<file path="src/rtl/boot_sequencer.sv">
// Boot engine: optional data-memory init from a data ROM, then the INSTR/REG/BAR/PC/NULL packet
// stream that hands the core off to run. Data-memory init is built only with BOOT_DMEM_INIT_EN.
//   net_packet_flat_o = {reserved[0], id[9:0], net_op[2:0], net_data[31:0], net_addr[9:0]}
//   mem_flat_o        = {valid, yumi, wen, byte_not_word, write_data[31:0]}
module boot_sequencer #(
    parameter int unsigned INSTR_WORDS = 1024,
    parameter int unsigned REG_WORDS   = 64,
    parameter int unsigned DATA_WORDS  = 1024,
    parameter logic [9:0]  CORE_ID     = 10'd1,
    parameter logic [31:0] BAR_MASK    = 32'h2,
    parameter logic [31:0] START_PC    = 32'h5
) (
    input  logic        clk,
    input  logic        reset,
    input  logic        start_i,
    output logic [9:0]  instr_addr_o,
    input  logic [15:0] instr_data_i,
    output logic [5:0]  reg_addr_o,
    input  logic [39:0] reg_data_i,
    output logic [9:0]  data_addr_o,
    input  logic [31:0] data_data_i,
    output logic [35:0] mem_flat_o,
    output logic [31:0] mem_addr_o,
    output logic        mem_select_o,
    output logic [55:0] net_packet_flat_o,
    output logic        net_valid_o,
    input  logic        net_ready_i,
    output logic        busy_o,
    output logic        done_o
);

    localparam logic [2:0] OpNull  = 3'd0;
    localparam logic [2:0] OpInstr = 3'd1;
    localparam logic [2:0] OpReg   = 3'd2;
    localparam logic [2:0] OpPc    = 3'd3;
    localparam logic [2:0] OpBar   = 3'd4;

    localparam logic [9:0] InstrLast = 10'(INSTR_WORDS - 1);
    localparam logic [9:0] RegLast   = 10'(REG_WORDS - 1);
    localparam logic [9:0] DataLast  = 10'(DATA_WORDS - 1);

    typedef enum logic [3:0] {
        StIdle, StDmem, StDgap, StInstr, StReg, StBar, StPc, StHandoff, StDone
    } state_e;

    state_e      state_q, state_d;
    logic [9:0]  idx_q, idx_d;            // next element to request in the current phase
    logic        null_req_q, null_req_d;
    // Fetch slot: one element whose ROM word is on the ROM data bus.
    logic        f_vld_q, f_vld_d;
    logic [2:0]  f_op_q, f_op_d;
    logic [9:0]  f_idx_q, f_idx_d;
    logic [9:0]  instr_addr_q, instr_addr_d;
    logic [5:0]  reg_addr_q, reg_addr_d;
    logic [55:0] pkt_q, pkt_d;
    logic        valid_q, valid_d;

    logic        accept, out_free, f_take, f_free, req, phase_last;
    logic [2:0]  req_op;
    logic [31:0] pk_data;
    logic [9:0]  pk_addr;

    logic        unused_reg;
    assign unused_reg = ^reg_data_i[39:38];

`ifdef BOOT_DMEM_INIT_EN
    logic [9:0]  d_idx_q, d_idx_d;
    logic        d_ph_q, d_ph_d;          // DMEM: ROM word ready; DGAP: gap cycle done
    logic [35:0] mem_flat_q, mem_flat_d;
    logic [31:0] mem_addr_q, mem_addr_d;
`endif

    always_comb begin
        state_d      = state_q;
        idx_d        = idx_q;
        null_req_d   = null_req_q;
        f_vld_d      = f_vld_q;
        f_op_d       = f_op_q;
        f_idx_d      = f_idx_q;
        instr_addr_d = instr_addr_q;
        reg_addr_d   = reg_addr_q;
        pkt_d        = pkt_q;
        valid_d      = valid_q;
`ifdef BOOT_DMEM_INIT_EN
        d_idx_d      = d_idx_q;
        d_ph_d       = d_ph_q;
        mem_flat_d   = '0;
        mem_addr_d   = mem_addr_q;
`endif

        accept   = valid_q & net_ready_i;
        out_free = ~valid_q | net_ready_i;
        f_take   = f_vld_q & out_free;
        f_free   = ~f_vld_q | f_take;

        req        = 1'b0;
        req_op     = OpNull;
        phase_last = 1'b1;
        case (state_q)
            StInstr: begin
                req        = f_free;
                req_op     = OpInstr;
                phase_last = (idx_q == InstrLast);
            end
            StReg: begin
                req        = f_free;
                req_op     = OpReg;
                phase_last = (idx_q == RegLast);
            end
            StBar: begin
                req    = f_free;
                req_op = OpBar;
            end
            StPc: begin
                req    = f_free;
                req_op = OpPc;
            end
            StHandoff: begin
                req    = f_free & ~null_req_q;
                req_op = OpNull;
            end
            default: ;
        endcase

        pk_data = 32'hFFFF_FFFE;
        pk_addr = 10'd24;
        case (f_op_q)
            OpInstr: begin
                pk_data = {16'b0, instr_data_i};
                pk_addr = f_idx_q;
            end
            OpReg: begin
                pk_data = reg_data_i[31:0];
                pk_addr = {4'b0, reg_data_i[37:32]};
            end
            OpBar: begin
                pk_data = BAR_MASK;
                pk_addr = 10'd24;
            end
            OpPc: begin
                pk_data = START_PC;
                pk_addr = 10'd0;
            end
            default: ;
        endcase

        // Packet register keeps its last contents once emptied, so DONE shows the NULL packet.
        if (f_take) begin
            valid_d = 1'b1;
            pkt_d   = {1'b0, CORE_ID, f_op_q, pk_data, pk_addr};
        end else if (accept) begin
            valid_d = 1'b0;
        end

        if (req) begin
            f_vld_d = 1'b1;
            f_op_d  = req_op;
            f_idx_d = idx_q;
        end else if (f_take) begin
            f_vld_d = 1'b0;
        end

        // ROM addresses move only when the fetch slot is refilled, so they hold under stall.
        if (req && state_q == StInstr) instr_addr_d = idx_q;
        if (req && state_q == StReg)   reg_addr_d   = idx_q[5:0];

        case (state_q)
            StIdle, StDone: begin
                if (start_i) begin
`ifdef BOOT_DMEM_INIT_EN
                    state_d = StDmem;
                    d_idx_d = '0;
                    d_ph_d  = 1'b0;
`else
                    state_d = StInstr;
`endif
                    idx_d      = '0;
                    null_req_d = 1'b0;
                end
            end
`ifdef BOOT_DMEM_INIT_EN
            StDmem: begin
                if (!d_ph_q) begin
                    d_ph_d = 1'b1;
                end else begin
                    mem_flat_d = {4'b1110, data_data_i};
                    mem_addr_d = {20'b0, d_idx_q, 2'b00};
                    d_ph_d     = 1'b0;
                    if (d_idx_q == DataLast) state_d = StDgap;
                    else                     d_idx_d = d_idx_q + 10'd1;
                end
            end
            StDgap: begin
                if (!d_ph_q) begin
                    d_ph_d = 1'b1;
                end else begin
                    state_d = StInstr;
                    idx_d   = '0;
                end
            end
`endif
            StInstr: begin
                if (req) begin
                    if (phase_last) begin
                        state_d = StReg;
                        idx_d   = '0;
                    end else begin
                        idx_d = idx_q + 10'd1;
                    end
                end
            end
            StReg: begin
                if (req) begin
                    if (phase_last) begin
                        state_d = StBar;
                        idx_d   = '0;
                    end else begin
                        idx_d = idx_q + 10'd1;
                    end
                end
            end
            StBar: if (req) state_d = StPc;
            StPc:  if (req) state_d = StHandoff;
            StHandoff: begin
                if (req) begin
                    null_req_d = 1'b1;
                end else if (null_req_q && !f_vld_q && accept) begin
                    state_d = StDone;
                end
            end
            default: ;
        endcase
    end

    always_ff @(posedge clk or posedge reset) begin
        if (reset) begin
            state_q      <= StIdle;
            idx_q        <= '0;
            null_req_q   <= 1'b0;
            f_vld_q      <= 1'b0;
            f_op_q       <= OpNull;
            f_idx_q      <= '0;
            instr_addr_q <= '0;
            reg_addr_q   <= '0;
            pkt_q        <= '0;
            valid_q      <= 1'b0;
        end else begin
            state_q      <= state_d;
            idx_q        <= idx_d;
            null_req_q   <= null_req_d;
            f_vld_q      <= f_vld_d;
            f_op_q       <= f_op_d;
            f_idx_q      <= f_idx_d;
            instr_addr_q <= instr_addr_d;
            reg_addr_q   <= reg_addr_d;
            pkt_q        <= pkt_d;
            valid_q      <= valid_d;
        end
    end

`ifdef BOOT_DMEM_INIT_EN
    always_ff @(posedge clk or posedge reset) begin
        if (reset) begin
            d_idx_q    <= '0;
            d_ph_q     <= 1'b0;
            mem_flat_q <= '0;
            mem_addr_q <= '0;
        end else begin
            d_idx_q    <= d_idx_d;
            d_ph_q     <= d_ph_d;
            mem_flat_q <= mem_flat_d;
            mem_addr_q <= mem_addr_d;
        end
    end

    assign data_addr_o  = d_idx_q;
    assign mem_flat_o   = mem_flat_q;
    assign mem_addr_o   = mem_addr_q;
    assign mem_select_o = ~(state_q == StDmem || state_q == StDgap);
`else
    logic unused_data;
    assign unused_data  = ^{data_data_i, DataLast};

    assign data_addr_o  = '0;
    assign mem_flat_o   = '0;
    assign mem_addr_o   = '0;
    assign mem_select_o = 1'b1;
`endif

    // Combinational next address: the ROM registers exactly what the fetch slot will hold.
    assign instr_addr_o      = instr_addr_d;
    assign reg_addr_o        = reg_addr_d;
    assign net_packet_flat_o = pkt_q;
    assign net_valid_o       = valid_q;
    assign busy_o            = ~(state_q == StIdle || state_q == StDone);
    assign done_o            = (state_q == StDone);

endmodule

</file>
<file path="config.mk">
export PLATFORM = sky130hd
export DESIGN_NAME = boot_sequencer
export DESIGN_NICKNAME = d
export VERILOG_FILES = /design/src/rtl/boot_sequencer.sv
export SDC_FILE = /design/constraint.sdc
export NUM_CORES = 1
export LEC_CHECK = 0
export CAP_MARGIN = 10
export CORE_MARGIN = 1
export CORE_UTILIZATION = 45
export CTS_BUF_LIST = sky130_fd_sc_hd__clkbuf_2
export DETAILED_ROUTE_END_ITERATION = 8
export DONT_BUFFER_PORTS = 1
export PLACE_DENSITY = 0.66
export SYNTH_ARGS = -nofsm -noshare
export SYNTH_HDL_FRONTEND = slang
export SYNTH_SLANG_ARGS = --single-unit
</file>
<file path="constraint.sdc">
create_clock -name clk -period 2.92 [get_ports clk]
set_input_delay 0.292 -clock clk [delete_from_list [all_inputs] [get_ports clk]]
set_output_delay 0.292 -clock clk [all_outputs]
set_load 0.05 [all_outputs]
</file>
# --- After elaboration in Yosys (flattened, before gate mapping) ---
# Index checks and enable logic that the tools add are counted.
# Widths: inputs -> output; s select.
totals:
  register_bits: 92
  out_inout_bits: 154
op_classes:
  n_addsub: 1
  eq_ne: 23
  n_mux: 28
  bitwise: 9
  reduce_logical: 18
op_table:
  columns: ["operator", "n"]
  rows:
  - ["$pmux 32 s4", 1]
  - ["$mux 10", 4]
  - ["$mux 4", 9]
  - ["$pmux 10 s3", 1]
  - ["$pmux 4 s6", 1]
  - ["$ne 2x2->1 const B", 10]
  - ["$pmux 10 s2", 1]
  - ["$eq 4x3->1 const B", 4]
  - ["$pmux 3 s4", 1]
  - ["$add 10x1->10 const B", 1]
  - ["$eq 10x10->1 const B", 1]
  - ["$eq 10x6->1 const B", 1]
  - ["$reduce_and 10->1", 1]
  - ["$reduce_bool 2->1", 4]
  - ["$eq 3x2->1 const B", 2]
  - ["$mux 1", 6]
  - ["$mux 6", 1]
  - ["$pmux 1 s2", 3]
  - ["$reduce_and 3->1", 2]
  - ["$reduce_bool 6->1", 1]
  - ["$eq 4x2->1 const B", 1]
  - ["$eq 4x4->1 const B", 1]
  - ["$logic_and 1x1->1", 4]
  - ["$logic_not 4->1", 1]
  - ["10 further kinds", 17]

# --- Depth between registers and ports, before layout ---
depth:
  word_depth: 8
  mapped_depth: 8
  depth_no_buf: 6

# --- Least setup slack after synthesis ---
# OpenSTA, ideal clock, no wires.
synth_path:
  path_type: "register to output"
  startpoint: "register valid_q, in the netlist net_valid_o"
  endpoint: "output port instr_addr_o[9]"
  t_arrival_ns: 2.652
  slack_ns: -0.024
  stages_incl_launch_ff: 6
  path_buffers: 1
  path_cell_list: "dfrtp_1 > and3b_1 > a211oi_1 > o21ai_1 > clkbuf_1 > o21ai_0"
synth_via:
  elab_chain_len: 8
synth_rtl:
  columns: ["element", "line", "source"]
  rows:
  - ["from (decl)", "56", "logic valid_q, valid_d;"]
  - ["from (signal assigned)", "257", "valid_q <= valid_d;"]
  - ["$not 1->1 (*)", "92", "out_free = ~valid_q | net_ready_i;"]
  - ["$or 1x1->1 (*)", "92", null]
  - ["$and 1x1->1 (*)", "93", "f_take = f_vld_q & out_free;"]
  - ["$or 1x1->1 (*)", "94", "f_free = ~f_vld_q | f_take;"]
  - ["$and 1x1->1", "119", "req = f_free & ~null_req_q;"]
  - ["$pmux 1 s2 (*)", "99", "case (state_q)"]
  - ["$logic_and 1x1->1 (*)", "164", "if (req && state_q == StInstr) instr_addr_d = idx_q;"]
  - ["$mux 10 (*)", "164", null]
  - ["to (decl)", "16", "output logic [9:0] instr_addr_o,"]
# Mark *: on every way between the ends. The rest lies on a longest branch, timed or not.

# --- Final worst setup path ---
layout_path:
  startpoint: "register state_q[2]"
  endpoint: "output port instr_addr_o[7]"
layout_via:
  elab_chain_len: 5
  elab_cells_between_ends: 9
  classes_between: "eq/ne (5); mux (2); reduce/logical (2)"
layout_rtl:
  columns: ["element", "line", "source"]
  rows:
  - ["from (decl)", "46", "state_e state_q, state_d;"]
  - ["from (signal assigned)", "237", "state_q <= StIdle;"]
  - ["from (signal assigned)", "248", "state_q <= state_d;"]
  - ["$eq 4x2->1 or $eq 4x3->1 (tied branches)", "99, 164", null]
  - ["$reduce_or 4->1 (no source line)", null, null]
  - ["$pmux 1 s2", "99", null]
  - ["$logic_and 1x1->1 (*)", "164", null]
  - ["$mux 10 (*)", "164", null]
# Marks and branches as above.

==> out/results.ini <==
[final_layout]
drive_above_1_share_pct=12.8
utilization_pct=53.3
final_cell_count_no_fill=666
area_delta_synth_final_pct=12.8
fin_nets=620
fin_area_um2=5310

[critical_path]
crit_slowest_cell=or4b_1
crit_chain=or4b_1 > o21ai_0 > o21ai_1 > buf_4 > mux2_4
crit_path_start=state_q[2]$_DFFE_PP0P_
startpoint_type=flip-flop
critical_path_class=reg -> out
rrSetupSlack_ns=0.30
cp_max_fo=11
crit_buf_inv=1
arrival_ns=2.49
end_kind=output pin
cp_slowest_stage_delay_ns=0.60
timing.rr.start=idx_q[1]$_DFFE_PP0P_
required_ns=2.63
cp_top_family=simple AND/OR/NAND/NOR gates

[routing]
wl_per_cell_um=16.1
wl_um=10700
vias_per_cell=5.16
drt_iter0_markers=183
remaining_drc_errors=0
vias=3434
postRouteAntennaNets=0
dr.pass1.iters=4

[outcome]
status=complete, no violations

[place]
pre_cts_ws_ns=0.483
dpl.hpwl_um=7210
dp.cells=594
portBuffers=0
post_dp_cell_area_um2=4530
globalplace.congestion=0.872

[global_routing]
grt_pass1_vias=3354
grt-ovfl-total=0
grt_max_degree=42
antenna_found_initial=1
track_usage_pct=19.9
grt_pass1_wl_um=17200

[sta]
setup_viol=0
drv_slew=0
whs_ns=0.0871
finalCritPeriodShare_pct=95.2
fin_ws_ns=0.139
skew_ns=0.0281
rsz0062_at_grt=false
post-route-min-period_ns=2.78
final-hold-violation-count=0
tns_ns=0
tightest_slew_ns=0.831
fmax_mhz=360
relSlewSlack_pct=44.6

[clocking]
insertion_delay_ns=0.53
numCtsBuffers=9
clock_path_buffers=2
htreeDepth=3
clockRootBuffer=clkbuf_2
cts.sinks=92
cts_tree=yes
clk_pin_slew_ns=0.23

[floorplan]
dieWidth_um=104
dieArea_um2=10900
rows=36
die_h_um=104
initial_core_util_pct=47.3
io-pin-count=246
core_area_um2=9950

[power]
power_density_nw_per_um2=622
p_leak_nw=2.50
ir_drop_mv=0.435
fin_total_pwr_mw=3.30

[logic_synthesis]
syn_inst=471
synth.yosys.seq_area_share_pct=48.9
synth_flop_cell=dfrtp_1
synth_top_area_share_pct=48.9
yosysWarnings=0
ys_seq_elements=92
synth_edf_count=0
postSynthAreaPerCell_um2=9.99
yosysTopAreaCell=dfrtp_1
async_flop_share_pct=100
synthesis.area_um2=4710
synth.distinct_cells=49
ys_top_cells_by_area=dfrtp_1, buf_4, mux2_2, nor2_1, a221oi_1

[flow_run]
cap_violations=0

[hold_path]
min_from=instr_data_i[0]
hp-class=in -> reg

-- logic make-up after synthesis --
family / count (synthesis) / synth area share [%]
AOI/OAI and AO/OA: 89 / 12.6
xor gates and xnor gates: 1 / 0.186
adders and majority gates: 1 / 0.266
buffers and inverters: 115 / 16.7
DFF: 92 / 48.9
muxes: 30 / 7.15
other: 2 / 0.160
and+or+nand+nor: 141 / 14.0
-- cell usage in the layout (no fill, tap or decap), types with 2 or more instances in the layout --
cell	count
a211o_1	2
a211oi_1	2
a21oi_1	21
a221oi_1	13
a22o_1	10
a22oi_1	4
a2bb2oi_1	3
a31oi_1	3
and2_1	3
and3_1	2
and4_1	2
buf_4	14
bufinv_16	4
clkbuf_2	9
conb_1	89
dfrtp_1	88
dfrtp_2	4
dlygate4sd3_1	53
inv_1	4
mux2_2	20
mux2_4	9
nand2_1	28
nand2b_1	5
nand3_1	5
nand4_1	3
nor2_1	72
nor2b_1	3
nor3_1	3
nor4_1	2
o21ai_0	20
o21ai_1	3
o22a_1	4
or2_2	2
or3_1	2
-- cells in the mapped netlist, types with 2 or more instances --
cell type	number
nand2_1	28
nor4_1	2
buf_6	2
buf_2	3
or2_2	2
nor3_1	3
a221oi_1	13
conb_1	2
or3_1	2
nand3_1	5
nand2b_1	5
a211o_1	2
inv_1	5
o22a_1	4
mux2_2	29
a211oi_1	2
o21ai_1	2
buf_4	89
a22oi_1	4
a2bb2oi_1	3
a31oi_1	3
and4_1	2
dfrtp_1	92
and2_1	3
o21ai_0	21
nand4_1	3
and3_1	2
nor2_1	73
buf_1	2
a22o_1	10
clkbuf_1	13
a21oi_1	21
nor2b_1	3
-- path summary, 6_finish.rpt --
check	to	cells after the start
worst max register to register	state_q[0]$_DFFE_PP0P_	6
max in group asynchronous	net_packet_flat_o[26]$_DFFE_PP0P_	3
worst min register to register	net_packet_flat_o[7]$_DFFE_PP0P_	1
worst min-delay path	net_packet_flat_o[10]$_DFFE_PP0P_	4
worst max-delay path	instr_addr_o[7]	5
min in group asynchronous	net_packet_flat_o[43]$_DFFE_PP0P_	2
-- sequential cells by signal (all words and copies together) (netlist names) --
| register | cells |
|---|---|
| net_valid_o | 1 |
| idx_q | 10 |
| f_idx_q | 10 |
| null_req_q | 1 |
| instr_addr_q | 10 |
| f_op_q | 3 |
| reg_addr_q | 6 |
| f_vld_q | 1 |
| net_packet_flat_o | 46 |
| state_q | 4 |
-- worst register-to-register path: stages, from the launching register on --
cell	delay, ns
dfrtp_1	0.57
ha_1	0.29
nand4_1	0.17
nor4_1	0.49
a211o_1	0.36
and3_1	0.30
mux2_2	0.35
-- repair_timing --
item	4_1_cts	5_1_grt
endpoints found under the hold margin	78	0
pin swaps	0	0
hold buffers	53	0
setup endpoints to repair	9	10
resized for setup	2	11
setup buffers	0	2
-- area by class of cell --
type,count,area [um^2]
multi-input combinational,351,1980
tap,133,166
inverter,6,25.0
clock inverter,7,145
clock buffer,9,45.0
sequential,92,2310
timing repair buffer,67,636
antenna,1,2.50
fill,850,4640
-- where the power goes --
part	leakage, nW	internal, mW	switching (mW)	total, mW
registers	1.10	1.41	0.307	1.72
logic	1.29	0.177	0.512	0.690
clock network	0.108	0.462	0.433	0.895
total	2.50	2.05	1.25	3.30
-- layer usage --
layer | track usage (%) | up-vias | wire length [um] | share of wire [%]
li1 | - | 1561 | - | -
met4 | 7.76 | 0 | 301 | 2.8
met2 | 34.1 | 167 | 5460 | 51
met3 | 5.95 | 24 | 795 | 7.4
met5 | 0 | - | 0 | 0
met1 | 23.3 | 1682 | 4170 | 39
Power figures use the tool's default switching activity.
